<file path="config.mk">
export PLATFORM = sky130hd
export DESIGN_NAME = serdesphy_rx_fifo
export DESIGN_NICKNAME = d
export VERILOG_FILES = /design/src/rtl/serdesphy_pkg.sv /design/src/rtl/serdesphy_nibble_sel.sv /design/src/rtl/serdesphy_rx_fifo.sv
export SDC_FILE = /design/constraint.sdc
export NUM_CORES = 1
export LEC_CHECK = 0
export CELL_PAD_IN_SITES_DETAIL_PLACEMENT = 1
export CELL_PAD_IN_SITES_GLOBAL_PLACEMENT = 2
export CORE_MARGIN = 2
export CORE_UTILIZATION = 42
export DETAILED_ROUTE_END_ITERATION = 8
export PLACE_DENSITY = 0.87
export SYNTH_ARGS = -nofsm -noshare
export SYNTH_HDL_FRONTEND = slang
export SYNTH_SLANG_ARGS = --single-unit
</file>
<file path="constraint.sdc">
create_clock -name clk -period 3.1 [get_ports clk]
set_clock_uncertainty 0.05 [all_clocks]
set_input_delay 0.31 -clock clk [delete_from_list [all_inputs] [get_ports clk]]
set_output_delay 0.31 -clock clk [all_outputs]
set_load 0.02 [all_outputs]
</file>
<file path="src/rtl/serdesphy_pkg.sv">
// Constants shared by the SerDes PHY RX and TX FIFOs: default geometry and word/nibble widths.
package serdesphy_pkg;
  localparam int FIFO_DEPTH_DEF = 8;
  localparam int ADDR_WIDTH_DEF = 3;
  localparam int NIBBLE_W       = 4;
  localparam int WORD_W         = 8;

  // Phase 0 sends the "first" nibble, phase 1 the other half of the word.
  function automatic logic [NIBBLE_W-1:0] pick_nibble(input logic [WORD_W-1:0] word,
                                                      input logic              phase,
                                                      input logic              lsn_first);
    logic hi_sel;
    hi_sel = phase ^ ~lsn_first;
    return hi_sel ? word[WORD_W-1:NIBBLE_W] : word[NIBBLE_W-1:0];
  endfunction
endpackage

</file>
<file path="src/rtl/serdesphy_nibble_sel.sv">
// Word-to-nibble mux for the RX FIFO head word; ordering set by LSN_FIRST.
module serdesphy_nibble_sel
  import serdesphy_pkg::*;
#(
  parameter bit LSN_FIRST = 1'b1
) (
  input  logic [WORD_W-1:0]   word_i,
  input  logic                phase_i,
  output logic [NIBBLE_W-1:0] nibble_o
);
  assign nibble_o = pick_nibble(word_i, phase_i, LSN_FIRST);
endmodule

</file>
<file path="src/rtl/serdesphy_rx_fifo.sv">
// RX FIFO: queues decoded 8-bit words and drains them as 4-bit nibbles to the pin mux.
// Optional word-count output enabled by defining SERDESPHY_RX_FIFO_LEVEL_EN.
module serdesphy_rx_fifo
  import serdesphy_pkg::*;
#(
  parameter int FIFO_DEPTH = FIFO_DEPTH_DEF,
  parameter int ADDR_WIDTH = ADDR_WIDTH_DEF,
  parameter bit LSN_FIRST  = 1'b1
) (
  input  logic                clk,
  input  logic                rst_n,
  input  logic                enable,
  input  logic                flush,
  input  logic                clear_errors,
  input  logic                write_enable,
  input  logic                write_valid,
  input  logic [WORD_W-1:0]   data_in,
  input  logic                read_enable,
  output logic [NIBBLE_W-1:0] nibble_out,
  output logic                nibble_valid,
  output logic                nibble_last,
  output logic                full,
  output logic                empty,
  output logic                overflow,
`ifdef SERDESPHY_RX_FIFO_LEVEL_EN
  output logic [ADDR_WIDTH:0] level,
`endif
  output logic                underflow
);
  localparam logic [ADDR_WIDTH:0] PTR_ONE = {{ADDR_WIDTH{1'b0}}, 1'b1};

  logic [ADDR_WIDTH:0] wr_ptr_q, wr_ptr_d, rd_ptr_q, rd_ptr_d;
  logic                phase_q, phase_d;
  logic                overflow_q, overflow_d, underflow_q, underflow_d;
  logic [WORD_W-1:0]   mem_q [FIFO_DEPTH];
  logic [NIBBLE_W-1:0] head_nibble;
  logic                wr_req, wr_acc, pop;

  // Flags come straight from the pre-edge pointers, so a same-cycle pop never rescues a write.
  assign empty = (wr_ptr_q == rd_ptr_q);
  assign full  = (wr_ptr_q[ADDR_WIDTH-1:0] == rd_ptr_q[ADDR_WIDTH-1:0]) &&
                 (wr_ptr_q[ADDR_WIDTH] != rd_ptr_q[ADDR_WIDTH]);

  assign wr_req       = enable & write_enable & write_valid;
  assign wr_acc       = wr_req & ~full & ~flush;
  assign nibble_valid = enable & ~empty;
  assign nibble_last  = phase_q;
  assign pop          = read_enable & nibble_valid;
  assign overflow     = overflow_q;
  assign underflow    = underflow_q;

`ifdef SERDESPHY_RX_FIFO_LEVEL_EN
  assign level = wr_ptr_q - rd_ptr_q;
`endif

  serdesphy_nibble_sel #(.LSN_FIRST(LSN_FIRST)) u_nibble_sel (
    .word_i   (mem_q[rd_ptr_q[ADDR_WIDTH-1:0]]),
    .phase_i  (phase_q),
    .nibble_o (head_nibble)
  );

  assign nibble_out = empty ? '0 : head_nibble;

  always_comb begin
    wr_ptr_d    = wr_ptr_q;
    rd_ptr_d    = rd_ptr_q;
    phase_d     = phase_q;
    overflow_d  = overflow_q;
    underflow_d = underflow_q;
    if (enable) begin
      if (flush) begin
        wr_ptr_d = '0;
        rd_ptr_d = '0;
        phase_d  = 1'b0;
      end else begin
        if (wr_acc) wr_ptr_d = wr_ptr_q + PTR_ONE;
        if (pop) begin
          phase_d = ~phase_q;
          if (phase_q) rd_ptr_d = rd_ptr_q + PTR_ONE;
        end
      end
      // Setting takes priority over a same-cycle clear.
      if (clear_errors)          overflow_d  = 1'b0;
      if (wr_req & full)         overflow_d  = 1'b1;
      if (clear_errors)          underflow_d = 1'b0;
      if (read_enable & empty)   underflow_d = 1'b1;
    end
  end

  always_ff @(posedge clk or negedge rst_n) begin
    if (!rst_n) begin
      wr_ptr_q    <= '0;
      rd_ptr_q    <= '0;
      phase_q     <= 1'b0;
      overflow_q  <= 1'b0;
      underflow_q <= 1'b0;
    end else begin
      wr_ptr_q    <= wr_ptr_d;
      rd_ptr_q    <= rd_ptr_d;
      phase_q     <= phase_d;
      overflow_q  <= overflow_d;
      underflow_q <= underflow_d;
    end
  end

  // Storage carries no reset; empty masks stale contents on the output.
  always_ff @(posedge clk) begin
    if (wr_acc) mem_q[wr_ptr_q[ADDR_WIDTH-1:0]] <= data_in;
  end
endmodule

</file>
==> run metrics <==
measured slew at the worst slew-check pin=0.559 ns; total length of routed wires=6710 um; maximum fanout encountered on the critical timing path=12; total routing resource utilization after global routing=17.4%; overall via count from detail_route=1876; count of buffers added by post-CTS timing repair for setup=0; maximum level of the CTS H-tree=3; Setup crit end=nibble_out[3]; final RePlAce weighted congestion=0.724; LEAKAGE=1.30 nW; number of ports placed on the die boundary=26; count of unique library cells instantiated by Yosys=42; placement row count=31; Total Nets Final=253; Util after Layout=52.4%; period utilization=89.3%; hold buffer count at cts=0; area growth from synthesis to layout=19.6%; worst path arrival time=2.41 ns; total overflow reported by the global router=0; number of enable-type register cells in the synthesized netlist=64; clock-pin slew on the worst setup and hold paths=0.07 ns; proportion of netlist area held by the largest area contributor=60.1%; library cell with the largest summed area after synthesis=edfxtp_1; power after layout=2.66 mW; Syn Area/Cell=16.4 sq um; unrepaired setup endpoints after global routing=false; number of buffers added on ports=25; max-slew violation count=0; reg2reg path depth=5; Synth Flop Type=edfxtp_1; share of final-layout standard cells stronger than drive strength 1=22.1%; main area contributors after synthesis=edfxtp_1, mux4_2, dfrtp_1, nand2_1, nand3_1; most common cell in the synthesized netlist=edfxtp_1; number of violations reported at the end of detailed-routing iteration 0=136; total DRC errors in the routed layout=0; final worst hold slack=0.280 ns; peak ir drop on the vdd network=0.000509 V; quantity of gates resized following cts=0; first-pass GRT wire length=10900 um; cts bufs inserted=9; Cell Pwr Density=695 nW/um^2; asr flop ratio synth=14.7%; final antenna diode count=0; number of placed instances, taps included=323; DP Worst Slack=0.676 ns; synthesized area=3200 sq um; pin count of the biggest net entering global routing=15; flop and latch count out of synthesis=75; Critical Path Start=rd_ptr_q[0]; die area=8320 sq um; Max Cap Violations=0; Commonest cells post-synth=edfxtp_1, mux4_2, nand2_1; area of the core=7290 sq um; yosys synthesis warning count=0; overall die height=91.2 um; Placed Instance Area=3650 sq um; later-pin clock latency in the skew report=0.33 ns; Die W=91.2 um; post-synth net total=213; number of hold violations in the final report=0; worst setup slack for register-to-register paths=0.91 ns; root buffer selected by CTS=clkbuf_8; min Tclk post-route=2.77 ns; endpoint required time on the critical path=2.74 ns; via count of the first global-routing pass=1958; number of antenna violations at the first check in global routing=0; finished layout cell area=3820 sq um; RR Startpoint=wr_ptr_q[2]; post-detailed-placement half-perimeter wirelength=4610 um; Final setup viols=0; Setup TNS=0 ns; post-synthesis sequential area ratio=68.8%; maximum clock insertion buffer count=2; maximum operating frequency=361 MHz; capturing element type of the critical path=output port; final worst slack=0.332 ns; headroom to the max-slew limit=62.6%; Initial Util=43.8%; crit path kind=register to output port; Via-to-Cell Ratio=5.53; class of the most critical hold timing path=input pin to async pin; startpoint type of the worst setup path=register; clock tree from TritonCTS=built; count of mapped cells out of synthesis=195; number of nets still failing antenna checks after routing=0; drt wl/cell=19.8 um; r2r endpoint=mem_q[0][7]; number of search-and-repair iterations in the first detailed-routing pass=4; sink count of the clock tree=75; count of placed standard cells in the final layout, fillers left out=339; outcome=complete, no violations
## layer usage
layer	vias up	wire length, um	global-route usage [%]
met2	47	3240	27.3
met1	960	3160	25.1
li1	866	-	-
met5	-	0	0
met4	0	34	2.27
met3	3	279	4.73
## sequential cells by signal, indices dropped and copies added, names as in the netlist
name,count
wr_ptr_q,4
mem_q,64
nibble_last,1
overflow,1
rd_ptr_q,4
underflow,1
## cells by family after synthesis
group	after synthesis	synth area share, %
mux	16	11.3
compound gates	27	6.50
fa+ha+maj	2	0.783
xor+xnor	8	2.19
flops	75	68.8
buf+inv	16	2.11
simple gates	51	8.38
## critical path: stages, from the launching register on
cell             delay (ns)
dfrtp_1                0.36
buf_4                  0.27
mux4_2                 0.56
a22oi_1                0.20
a31oi_1                0.13
clkdlybuf4s50_1        0.55
## worst min path at each step
stage | from | endpoint | slack (ns) | cells past startpoint
floorplan | rst_n | nibble_last | -0.04 | 0
global placement | overflow | overflow | 0.42 | 2
detailed placement | overflow | overflow | 0.43 | 2
CTS | rst_n | rd_ptr_q[0] | 0.29 | 1
global route | rst_n | wr_ptr_q[2] | 0.30 | 1
finish | rst_n | wr_ptr_q[2] | 0.28 | 1
## layout by cell type (no fill, tap or decap), types with 2 or more instances in the layout
master and n:
o311ai_0 2, edfxtp_1 64, nand3_1 8, inv_1 4, xor2_1 4, ha_1 2, nor2_1 5, nor3_1 4
a221o_1 2, clkbuf_8 9, clkdlybuf4s50_1 25, nor4_1 3, nor4b_2 2, nor2b_1 3, a22oi_1 4, a31oi_1 5
xnor2_1 4, clkinv_4 2, dfrtp_1 11, nand2_1 16, buf_4 15, o21ai_0 2, clkinv_2 4, mux4_2 16
nand4_1 2, a21oi_1 2
## power breakdown
| group | internal, mW | switching [mW] | leakage (nW) |
|---|---|---|---|
| registers | 1.13 | 0.0435 | 0.724 |
| logic | 0.411 | 0.435 | 0.483 |
| clock network | 0.287 | 0.353 | 0.0887 |
## final cells by class
class / count / area (sq um)
clock buffers: 9 / 124
clock inverters: 7 / 45.0
fillers: 713 / 3470
inverters: 5 / 18.8
multi-input cells: 104 / 950
flip-flops and latches: 75 / 2200
well taps: 99 / 124
repair buffers: 40 / 363
No activity file was read; power rests on OpenSTA's default activity.
